--- src/rtl/font_mem_writer_pkg.sv ---
// Shared definitions for the font memory writer: FSM encoding, default sheet
// geometry and a small width helper used by the writer and the tile address helper.
package font_mem_writer_pkg;

  typedef enum logic [1:0] {
    ST_IDLE  = 2'd0,
    ST_LOAD  = 2'd1,
    ST_CLEAR = 2'd2,
    ST_DONE  = 2'd3
  } state_t;

  localparam int PX_ADDR_BITS_DEF  = 13;
  localparam int PX_DATA_BITS_DEF  = 12;
  localparam int ALPHABET_BITS_DEF = 8;
  localparam int FONT_WIDTH_DEF    = 8;
  localparam int FONT_HEIGHT_DEF   = 8;
  localparam int FONT_NUM_ROW_DEF  = 8;
  localparam int FONT_NUM_COL_DEF  = 16;
  localparam int FONT_TOTAL_PX     = FONT_WIDTH_DEF * FONT_HEIGHT_DEF *
                                     FONT_NUM_COL_DEF * FONT_NUM_ROW_DEF;

  // Counter width that never collapses to zero bits for 1-pixel dimensions.
  function automatic int clog2_min1(input int v);
    return (v <= 2) ? 1 : $clog2(v);
  endfunction

endpackage

--- src/rtl/font_tile_addr.sv ---
// Combinational glyph/pixel to font RAM address mapping for the tiled sheet.
// Shared with the read side so both ends agree on where a pixel lives.
module font_tile_addr
  import font_mem_writer_pkg::*;
#(
  parameter int PX_ADDR_BITS_N  = PX_ADDR_BITS_DEF,
  parameter int ALPHABET_BITS_N = ALPHABET_BITS_DEF,
  parameter int FONT_WIDTH_CNT  = FONT_WIDTH_DEF,
  parameter int FONT_HEIGHT_CNT = FONT_HEIGHT_DEF,
  parameter int FONT_NUM_ROW    = FONT_NUM_ROW_DEF,
  parameter int FONT_NUM_COL    = FONT_NUM_COL_DEF,
  localparam int XW = clog2_min1(FONT_WIDTH_CNT),
  localparam int YW = clog2_min1(FONT_HEIGHT_CNT)
) (
  input  logic [ALPHABET_BITS_N-1:0] alphabet,
  input  logic [XW-1:0]              x,
  input  logic [YW-1:0]              y,
  output logic [PX_ADDR_BITS_N-1:0]  addr
);

  localparam int AW = PX_ADDR_BITS_N;
  localparam logic [ALPHABET_BITS_N-1:0] NCOL_A = ALPHABET_BITS_N'(FONT_NUM_COL);
  localparam logic [ALPHABET_BITS_N-1:0] NROW_A = ALPHABET_BITS_N'(FONT_NUM_ROW);
  localparam logic [AW-1:0] W_A  = AW'(FONT_WIDTH_CNT);
  localparam logic [AW-1:0] H_A  = AW'(FONT_HEIGHT_CNT);
  localparam logic [AW-1:0] WN_A = AW'(FONT_WIDTH_CNT * FONT_NUM_COL);

  logic [ALPHABET_BITS_N-1:0] bc;
  logic [ALPHABET_BITS_N-1:0] br;

  // Codes beyond the sheet wrap onto the row index rather than overflowing.
  always_comb begin
    bc   = alphabet % NCOL_A;
    br   = (alphabet / NCOL_A) % NROW_A;
    addr = (AW'(x) + W_A * AW'(bc)) + WN_A * (AW'(y) + H_A * AW'(br));
  end

endmodule

--- src/rtl/font_mem_writer.sv ---
// Writes one streamed glyph bitmap into the font RAM at its tiled location,
// or fills the whole RAM with a constant word.
module font_mem_writer
  import font_mem_writer_pkg::*;
#(
  parameter int PX_ADDR_BITS_N  = PX_ADDR_BITS_DEF,
  parameter int PX_DATA_BITS_N  = PX_DATA_BITS_DEF,
  parameter int FONT_WIDTH_CNT  = FONT_WIDTH_DEF,
  parameter int FONT_HEIGHT_CNT = FONT_HEIGHT_DEF,
  parameter int FONT_NUM_ROW    = FONT_NUM_ROW_DEF,
  parameter int FONT_NUM_COL    = FONT_NUM_COL_DEF,
  parameter int ALPHABET_BITS_N = ALPHABET_BITS_DEF
) (
  input  logic                       clk,
  input  logic                       rst,
  input  logic                       load_start,
  input  logic [ALPHABET_BITS_N-1:0] alphabet,
  input  logic                       clr_start,
  input  logic [PX_DATA_BITS_N-1:0]  clr_value,
  input  logic                       px_valid,
  input  logic [PX_DATA_BITS_N-1:0]  px_data,
  output logic                       px_ready,
  output logic                       mem_we,
  output logic [PX_ADDR_BITS_N-1:0]  mem_addr,
  output logic [PX_DATA_BITS_N-1:0]  mem_din,
  output logic                       busy,
  output logic                       done,
  output state_t                     fsm_state
);

  // Pixel stream handshake: a pixel transfers on a rising clk edge where
  // px_valid && px_ready; px_ready depends only on the state, never on px_valid.

  localparam int AW    = PX_ADDR_BITS_N;
  localparam int XW    = clog2_min1(FONT_WIDTH_CNT);
  localparam int YW    = clog2_min1(FONT_HEIGHT_CNT);
  localparam int TOTAL = FONT_WIDTH_CNT * FONT_HEIGHT_CNT * FONT_NUM_COL * FONT_NUM_ROW;

  localparam logic [XW-1:0] X_LAST   = XW'(FONT_WIDTH_CNT - 1);
  localparam logic [YW-1:0] Y_LAST   = YW'(FONT_HEIGHT_CNT - 1);
  localparam logic [AW-1:0] CLR_LAST = AW'(TOTAL - 1);

  state_t state;
  state_t state_nx;

  logic [XW-1:0]              x;
  logic [YW-1:0]              y;
  logic [AW-1:0]              clr_cnt;
  logic [ALPHABET_BITS_N-1:0] glyph;
  logic [PX_DATA_BITS_N-1:0]  fill;
  logic [AW-1:0]              tile_addr;
  logic                       xfer;

  font_tile_addr #(
    .PX_ADDR_BITS_N (PX_ADDR_BITS_N),
    .ALPHABET_BITS_N(ALPHABET_BITS_N),
    .FONT_WIDTH_CNT (FONT_WIDTH_CNT),
    .FONT_HEIGHT_CNT(FONT_HEIGHT_CNT),
    .FONT_NUM_ROW   (FONT_NUM_ROW),
    .FONT_NUM_COL   (FONT_NUM_COL)
  ) u_tile_addr (
    .alphabet(glyph),
    .x       (x),
    .y       (y),
    .addr    (tile_addr)
  );

  always_ff @(posedge clk) begin
    if (rst) state <= ST_IDLE;
    else     state <= state_nx;
  end

  always_comb begin
    state_nx = state;
    case (state)
      ST_IDLE: begin
        if (clr_start)       state_nx = ST_CLEAR;
        else if (load_start) state_nx = ST_LOAD;
      end
      ST_LOAD:  if (xfer && x == X_LAST && y == Y_LAST) state_nx = ST_DONE;
      ST_CLEAR: if (clr_cnt == CLR_LAST)                state_nx = ST_DONE;
      ST_DONE:  state_nx = ST_IDLE;
      default:  state_nx = ST_IDLE;
    endcase
  end

  always_comb begin
    px_ready  = (state == ST_LOAD);
    busy      = (state == ST_LOAD) || (state == ST_CLEAR);
    xfer      = px_ready && px_valid;
    fsm_state = state;
  end

  // Write port is registered: each accepted pixel or clear step appears one cycle later.
  always_ff @(posedge clk) begin
    if (rst) begin
      x        <= '0;
      y        <= '0;
      clr_cnt  <= '0;
      glyph    <= '0;
      fill     <= '0;
      mem_we   <= 1'b0;
      mem_addr <= '0;
      mem_din  <= '0;
      done     <= 1'b0;
    end else begin
      mem_we <= 1'b0;
      done   <= (state == ST_DONE);
      case (state)
        ST_IDLE: begin
          x       <= '0;
          y       <= '0;
          clr_cnt <= '0;
          if (clr_start)       fill  <= clr_value;
          else if (load_start) glyph <= alphabet;
        end
        ST_LOAD: begin
          if (xfer) begin
            mem_we   <= 1'b1;
            mem_addr <= tile_addr;
            mem_din  <= px_data;
            if (x == X_LAST) begin
              x <= '0;
              y <= y + 1'b1;
            end else begin
              x <= x + 1'b1;
            end
          end
        end
        ST_CLEAR: begin
          mem_we   <= 1'b1;
          mem_addr <= clr_cnt;
          mem_din  <= fill;
          clr_cnt  <= clr_cnt + 1'b1;
        end
        default: ;
      endcase
    end
  end

endmodule

--- config.mk ---
export PLATFORM = sky130hd
export DESIGN_NAME = font_mem_writer
export DESIGN_NICKNAME = d
export VERILOG_FILES = /design/src/rtl/font_mem_writer_pkg.sv /design/src/rtl/font_tile_addr.sv /design/src/rtl/font_mem_writer.sv
export SDC_FILE = /design/constraint.sdc
export NUM_CORES = 1
export LEC_CHECK = 0
export BUFFER_PORTS_ARGS = -buffer_cell sky130_fd_sc_hd__buf_4
export CORE_MARGIN = 2
export CORE_UTILIZATION = 32
export CTS_CLUSTER_SIZE = 28
export DETAILED_ROUTE_END_ITERATION = 7
export PLACE_DENSITY_LB_ADDON = 0.05
export SKIP_CTS_REPAIR_TIMING = 1
export SLEW_MARGIN = 20
export SYNTH_ARGS = -nofsm -noshare
export SYNTH_HDL_FRONTEND = slang
export SYNTH_SLANG_ARGS = --single-unit
--- constraint.sdc ---
create_clock -name clk -period 4.7 [get_ports clk]
set_input_delay 0.94 -clock clk [delete_from_list [all_inputs] [get_ports clk]]
set_output_delay 0.94 -clock clk [all_outputs]
set_load 0.005 [all_outputs]
Word level (Yosys, flattened, before mapping):

Cells that the tools add are included.

* memories: 0
* output and inout port bits: 31
* flip-flop bits (word level): 67
* bits in writable memories: 0
* ROM bits: 0
* latch bits: 0

* shifts and indexed selects: 0
* bitwise operators: 1
* multiply operators: 0
* divide/modulo/power cells: 0
* reductions and logical operators: 14
* muxes and demuxes: 18
* eq/ne operators: 11
* add/sub/neg operators: 6
* $lt $le $gt $ge: 0

Operator list (count)
* one-hot mux 13 bit (2 select lines): 2
* one-hot mux 12 bit (2 select lines): 1
* adder 13 x 1 -> 13 bit (second input constant): 1
* adder 13 bit: 1
* == test 13 bit (second input constant): 1
* 2-to-1 mux 13 bit: 1
* 2-to-1 mux 12 bit: 1
* 2-to-1 mux 3 bit: 4
* one-hot mux 3 bit (2 select lines): 2
* AND reduction 3 bit: 3
* adder 3 x 7 -> 8 bit: 1
* 2-to-1 mux 2 bit: 4
* one-hot mux 2 bit (4 select lines): 1
* adder 3 x 1 -> 3 bit (second input constant): 2
* adder 3 x 6 -> 6 bit: 1
* == test 3 bit (second input constant): 2
* != test 2 x 1 -> 1 bit (second input constant): 3
* AND reduction 2 bit: 3
* nonzero test 2 bit: 3
* == test 2 bit (second input constant): 2
* logical AND 1 bit: 3
* != test 3 bit (second input constant): 1
* == test 2 x 1 -> 1 bit (second input constant): 1
* zero test 2 bit: 1
* 5 further kinds: 5

Depth between registers and ports, before layout:

Gate-level depths: netlist (run 1).

* word-level depth: 6
* depth in mapped cells: 8

Hierarchy:

From an unflattened synthesis (run 1), not the netlist that was laid out.

* cells, all modules: 350
* area total of the unflattened synthesis: 3113.0 µm²

Modules (own cells, without submodules)
* font_mem_writer: cells each 337, area an instance 3015.4 µm², instances 1
* font_tile_addr: cells each 13, area an instance 97.6 µm², instances 1

Worst setup path before layout (run 1):

OpenSTA, ideal clock, no wires.

* kind: input-to-reg
* from: in clr_start
* to: reg glyph[0]
* stages on the path: 4
* data required time: 4.572 ns
* setup slack: 2.962 ns
* library setup time: 0.128 ns
* data arrival time: 1.611 ns
* cell sequence: nand3b_1 > clkbuf_1 > mux2i_1 > nor2_1

* longest elaborated chain between the ends: 2

RTL lines
* from (decl): RTL line font_mem_writer.sv:18 `input logic clr_start,`
* NOT 1 bit (no line)
* AND reduction 3 bit (no line)
* to (signal assigned): RTL line font_mem_writer.sv:115 `else if (load_start) glyph <= alphabet;`
* to (decl): RTL line font_mem_writer.sv:49 `logic [ALPHABET_BITS_N-1:0] glyph;`

Every way passes these cells.
A chain may end at the register's enable or synchronous reset.

Final worst setup path (run 1):

* from: reg state[1] (netlist: fsm_state[1])
* to: reg mem_din[0]

* longest elaborated chain between the ends: 4
* elaborated cells on any way between the ends: 7
* those cells by class: eq/ne: 3; mux: 1; reduce/logical: 3

RTL lines
* from (decl): RTL line font_mem_writer.sv:43 `state_t state;`
* from (signal assigned): RTL line font_mem_writer.sv:70 `else state <= state_nx;`
* == test 2 x 1 -> 1 bit: RTL line font_mem_writer.sv:88, font_mem_writer.sv:109
* logical AND 1 bit: RTL line font_mem_writer.sv:90 `xfer = px_ready && px_valid;`
* != test 2 x 1 -> 1 bit (no line)
* AND reduction 2 bit (no line)
* to (signal assigned): RTL line font_mem_writer.sv:121 `mem_din <= px_data;`
* to (signal assigned): RTL line font_mem_writer.sv:133 `mem_din <= fill;`
* to (decl): RTL line font_mem_writer.sv:25 `output logic [PX_DATA_BITS_N-1:0] mem_din,`

Parallel ways exist; a longest one is shown, timed or not.

==> impl_metrics.csv, run 1 <==
group,metric,value,unit
outcome,status,"completed",
clocking,numCtsBuffers,9,
placed_design,place_ws,2.38,ns
grt,antenna_found_initial,0,
clocking,cts_tree,"yes",
placed_design,place_congestion,0.733,
timing,fin_hold_ws,0.456,ns
setup_path,worstReg2RegEnd,"mem_din[0]$_SDFFE_PP0P_",
finish,utilization,0.413,
grt,grt_max_degree,69,
pwr,total_power,2.11,mW
logic_synthesis,async_flop_share,0,
clocking,clk_latency,0.34,ns
logic_synthesis,synth-xor-area-share,0,
floorplanning,start_util,0.327,
setup_path,crit_start,"fsm_state[1]$_SDFFE_PP0P_",
floorplanning,rows,35,
clocking,clockBufferDepth,2,
run,max_cap_viol_count,0,
logic_synthesis,synth-simple-area-share,0.169,
grt,grt_overflow,0,
clocking,clkSlewWorstSetupHoldPaths,0.08,ns
setup_path,endpoint_kind,"register",
routing,routedWlPerCell,15.1,um
timing,clock_skew,0.0153,ns
worst_hold_path,worstHoldPathType,"reg -> reg",
setup_path,arrival,2.59,ns
placed_design,post-dp-hpwl,4.98,mm
timing,worst_slack,2.37,ns
floorplanning,pin_count,68,
timing,setup_viol,0,
routing,vias,2503,
placed_design,port_buffers,66,
routing,drtPass1Iterations,4,
setup_path,crit_fanout,38,
floorplanning,core,9150,um2
logic_synthesis,netlist_instances,334,
setup_path,critical_path_class,"reg -> reg",
pwr,peakVddDrop,266,uV
timing,fin_tns_setup,0,ns
logic_synthesis,ys_ff_latch,67,
floorplanning,die_x,101,um
clocking,cts-htree-levels,3,
clocking,cts.sinks,67,
logic_synthesis,synth_compound_area_frac,0.189,
placed_design,placed_area,3540,um2
clocking,cts_root_buf,"clkbuf_8",
floorplanning,die_y,101,um
logic_synthesis,synthMuxAreaShare,0.110,
timing,max_slew_margin,0.338,
setup_path,ff2ff_path_depth,6,
finish,seq_area,1340,um2
logic_synthesis,synth.distinct_cells,42,
logic_synthesis,synth-seq-area-share,0.448,
logic_synthesis,syn_area,2990,um2
timing,min_period_over_period,0.496,
finish,fin_area,3780,um2
grt,grt_util_all_layers,0.157,
timing,drv_slew,0,
grt,grt_pass1_vias,2392,
timing,worstMarginPinSlew,0.990,ns
routing,ant_nets,0,
floorplanning,die_area,10100,um2
pwr,cellPowerDensity,559,nW/um2
setup_path,regToRegSetupSlack,2.37,ns
timing,hold_violations,0,
routing,drc,0,
timing,rsz0062_at_grt,"false",
finish,final_cell_count_no_fill,504,
setup_path,crit_end,"mem_din[0]$_SDFFE_PP0P_",
finish,antenna_cells,0,
finish,fillCellCount,942,
routing,routed_via_density,4.97,
finish,nets,434,
logic_synthesis,synth_top_family_by_area,"compound AO/OA/AOI/OAI gates",
finish,multi_input_area,1530,um2
logic_synthesis,synth_area_leaders,"dfxtp_1 (45%), mux2i_1 (11%), a211oi_1 (6.8%)",
logic_synthesis,synthAdderAreaFrac,0.0376,
logic_synthesis,yosysWarningCount,0,
logic_synthesis,ys.flop_type,"dfxtp_1",
logic_synthesis,synth.avg_cell_area,8.96,um2
grt,grt_pass1_wl,12.4,mm
logic_synthesis,yosysTopAreaCell,"dfxtp_1",
finish,syn_to_final_growth,26.2,%
routing,dr.first_iter.drc_count,79,
logic_synthesis,synth_edf_count,0,
timing,fmax,429,MHz
placed_design,place_inst,488,
logic_synthesis,yosys.area.top_type_share,0.448,
pwr,p_leak,1.49,nW
logic_synthesis,syn_nets,380,
finish,drive_gt1_frac,0.232,
setup_path,critPathRequiredTime,4.95,ns
routing,routed_wl,7.63,mm
timing,period_needed,2.33,ns
setup_path,rr_startpoint,"fsm_state[1]$_SDFFE_PP0P_",
setup_path,start_kind,"register",
synth_stat cells (2+ instances only):
cell and count:
a211oi_1 27, a21oi_1 31, a311oi_1 5, a41oi_1 2, and3_1 2, buf_2 10
buf_4 2, clkbuf_1 12, dfxtp_1 67, ha_1 9, inv_1 5, mux2i_1 33
nand2_1 35, nand2b_1 2, nand3_1 5, nand3_2 2, nand3b_1 2, nand4_1 5
nor2_1 45, nor2b_1 3, o21ai_0 5, o21ai_1 3, o31a_1 2, o31ai_1 2
routing by layer:
| metal | routed length (um) | part of all wire | global-route usage |
|---|---|---|---|
| met2 | 3280 | 0.43 | 0.223 |
| met1 | 3950 | 0.52 | 0.232 |
| met5 | 0 | 0 | 0 |
| met3 | 319 | 0.042 | 0.0333 |
| met4 | 83 | 0.011 | 0.0601 |
kinds of logic (layout without fill, tap and decap cells):
| group | Yosys count | in the layout |
|---|---|---|
| mux | 33 | 33 |
| compound gates | 84 | 84 |
| buf+inv | 31 | 90 |
| simple gates | 110 | 110 |
| flops | 67 | 67 |
| fa+ha+maj | 9 | 9 |
critical path, cell delays in order (launching register included):
cell and delay [ns]:
dfxtp_1 0.43, inv_1 0.09, ha_1 0.33, o21ai_4 0.81, buf_4 0.33, nor2_1 0.06, a211oi_1 0.20
cell usage in the layout, fill, tap and decap left out, types with 2 or more instances in the layout:
cell	n
dfxtp_1	67
clkinvlp_4	2
nand3b_1	2
nand3_2	2
a211oi_1	27
ha_1	8
a311oi_1	5
bufinv_16	2
a21oi_1	31
nor2_1	45
clkbuf_8	11
o31ai_1	2
buf_4	68
o21ai_1	2
inv_1	5
and3_1	2
nand2_1	35
nor2b_1	3
mux2i_1	33
nand4_1	5
o31a_1	2
nand2b_1	2
nand3_1	5
o21ai_0	5
a41oi_1	2
registers in the layout (all words and copies together) (netlist names):
name and cells:
glyph 7, mem_din 12, fill 12, clr_cnt 13
mem_addr 13, x 3, mem_we 1, done 1
fsm_state 2, y 3
worst min-delay path by stage:
stage,start,end,slack (ns),cells after the start
after floorplan,fill[0]$_SDFFE_PP0P_,fill[0]$_SDFFE_PP0P_,0.44,2
after global placement,fill[11]$_SDFFE_PP0P_,fill[11]$_SDFFE_PP0P_,0.44,2
after detailed placement,fill[5]$_SDFFE_PP0P_,fill[5]$_SDFFE_PP0P_,0.45,2
after CTS,fill[5]$_SDFFE_PP0P_,fill[5]$_SDFFE_PP0P_,0.46,2
after global routing,fill[8]$_SDFFE_PP0P_,fill[8]$_SDFFE_PP0P_,0.48,2
final,fill[7]$_SDFFE_PP0P_,fill[7]$_SDFFE_PP0P_,0.46,2
layout make-up:
class | count | share of cell area
Clock inverter | 5 | 0.0222
Multi-Input combinational cell | 236 | 0.405
Clock buffer | 11 | 0.0401
Sequential cell | 67 | 0.355
Timing Repair Buffer | 68 | 0.135
Tap cell | 111 | 0.0368
Inverter | 6 | 0.00596
report_power, final:
part           switching, mW  internal [mW]  total (mW)
Sequential            0.0759          0.707       0.782
Clock                  0.235          0.330       0.565
Combinational          0.411          0.353       0.764
Total                  0.722           1.39        2.11
(Power assumes the default switching activity.)
==> run 2: changes to the inputs <==
==> constraint.sdc (replaced) <==
create_clock -name clk -period 2.2 [get_ports clk]
set_input_delay 0.44 -clock clk [delete_from_list [all_inputs] [get_ports clk]]
set_output_delay 0.44 -clock clk [all_outputs]
set_load 0.005 [all_outputs]
==> run 2 against run 1 <==
  * Via count up 2.8%
  * Cell area up 1.1%
  * Clock skew shrank 0.0058 ns
  * First-iteration DRC count rose by 48%
  * Sequential share of layout area fell by 0.38 points
  * Setup slack worse by 2.0 ns
  * Clock-buffer cell count rose by 2
  * Global-route usage is 0.092 points higher
  * Sequential power is 110% higher
  * Cell count is 0.99% higher
==> impl_metrics.csv, run 2 (synthesis gave the netlist of run 1 again) <==
group,metric,value,unit
outcome,status,"completed",
floorplanning,start_util,0.327,
floorplanning,die_area,10100,um2
pwr,p_leak,1.52,nW
grt,grt_pass1_vias,2401,
finish,nets,441,
routing,highest_layer,"met4",
clocking,clkSlewWorstSetupHoldPaths,0.07,ns
routing,wl_met2,3.28,mm
pwr,p_int,2.85,mW
clocking,cts.sinks,67,
clocking,cts_tree,"yes",
grt,grt_overflow,0,
pwr,switchingPower,1.53,mW
timing,fin_tns_setup,0,ns
pwr,peakVddDrop,605,uV
setup_path,cp_cell_sequence,"inv_1 > ha_1 > buf_4 > buf_4",
routing,routed_via_density,5.06,
timing,period_needed,1.87,ns
worst_hold_path,worstHoldPathType,"in -> reg",
routing,ant_nets,0,
finish,utilization,0.417,
finish,drive_gt1_frac,0.241,
setup_path,start_kind,"register",
floorplanning,rows,35,
grt,antenna_found_initial,0,
setup_path,critPathRequiredTime,1.76,ns
finish,fillCellCount,927,
run,max_cap_viol_count,0,
clocking,cts-htree-levels,3,
finish,reg_top3,"clr_cnt: 13 flops, mem_addr: 13 flops",
finish,multi_input_area,1530,um2
clocking,clockBufferDepth,2,
timing,setup_viol,0,
finish,syn_to_final_growth,27.6,%
routing,routed_wl,7.70,mm
routing,drc,0,
placed_design,port_buffers,66,
finish,final_cell_mix,"buf_4 (72), dfxtp_1 (67), nor2_1 (45)",
pwr,clock_power_share,0.226,
timing,min_period_over_period,0.852,
pwr,sw_frac_of_total,0.349,
clocking,cts_root_buf,"clkbuf_8",
setup_path,cp_common_cell,"buf_4",
placed_design,post-dp-hpwl,5.19,mm
pwr,seqPwrFrac,0.382,
grt,grt_max_degree,52,
routing,met1_length,3.96,mm
routing,met3_length,326,um
routing,vias,2573,
timing,max_slew_margin,0.606,
grt,grt_util_all_layers,0.158,
placed_design,place_congestion,0.728,
floorplanning,pin_count,68,
floorplanning,die_y,101,um
setup_path,arrival,1.43,ns
setup_path,crit_fanout,7,
finish,seq_area,1340,um2
timing,fmax,534,MHz
floorplanning,die_x,101,um
timing,hold_violations,0,
routing,dr.first_iter.drc_count,117,
setup_path,endpoint_kind,"primary output",
pwr,combinationalPowerShare,0.392,
routing,drtPass1Iterations,4,
clocking,clk_latency,0.34,ns
clocking,numCtsBuffers,9,
finish,antenna_cells,0,
finish,final_common_cell,"buf_4",
setup_path,slowest_stage,"dfxtp_1",
timing,worstMarginPinSlew,0.591,ns
setup_path,max_stage_delay,0.42,ns
grt,grt_pass1_wl,12.5,mm
setup_path,critical_path_class,"reg -> out",
timing,rsz0062_at_grt,"false",
floorplanning,core,9150,um2
routing,routedWlPerCell,15.1,um
pwr,cellPowerDensity,1150,nW/um2
timing,drv_slew,0,
timing,clock_skew,0.00956,ns
run 2: cell types whose count changed in the layout (fill, tap and decap cells not counted):
cell,change
clkinvlp_4,-1
inv_6,-1
clkbuf_8,+2
buf_12,+3
bufinv_16,-2
buf_4,+4
run 2: stage by stage:
step	hold slack, ns	power, mW	instance area [um2]	worst slack [ns]	std cells
floorplan	0.436	2.67	2990	0.652	334
global placement	0.443	3.42	3630	0.376	495
detailed placement	0.448	3.45	3630	0.344	495
CTS	0.320	4.45	3820	0.310	509
global route	0.342	4.71	3820	0.144	509
finish	0.333	4.38	3820	0.326	509
run 2: layout make-up:
class                      count  area share
tap                          111      0.0364
multi-input combinational    236       0.400
inverter                       6     0.00590
clock inverter                 1     0.00197
timing repair buffer          75       0.157
clock buffer                  13      0.0469
sequential                    67       0.351
run 2: layer usage:
layer	up-vias	global-route usage
li1	1327	-
met1	1178	0.222
met2	56	0.238
met3	12	0.0347
met4	0	0.0590
met5	-	0
run 2: power by group through the flow:
stage	Sequential (mW)	Clock [mW]	Combinational (mW)
6_report	1.67	0.988	1.72
4_1_cts	1.68	1.02	1.75
3_5_place_dp	1.71	0	1.74
2_1_floorplan	1.70	0	0.966
3_3_place_gp	1.70	0	1.73
5_1_grt	1.71	1.07	1.92
run 2: worst paths after layout:
check                       startpoint                  endpoint  slack (ns)  cells past startpoint
min reg2reg       fill[7]$_SDFFE_PP0P_      fill[7]$_SDFFE_PP0P_        0.45                      2
max reg2reg  fsm_state[0]$_SDFFE_PP0P_  mem_addr[2]$_SDFFE_PP0P_        0.35                      7
max          fsm_state[1]$_SDFFE_PP0P_                  px_ready        0.33                      4
min                        alphabet[1]     glyph[1]$_SDFFE_PP0P_        0.33                      3
run 2: critical path, delay by kind of cell (launching register included):
kind	cells	cell delay, ns
buffers and inverters	3	0.41
DFF	1	0.42
adders and majority gates	1	0.27
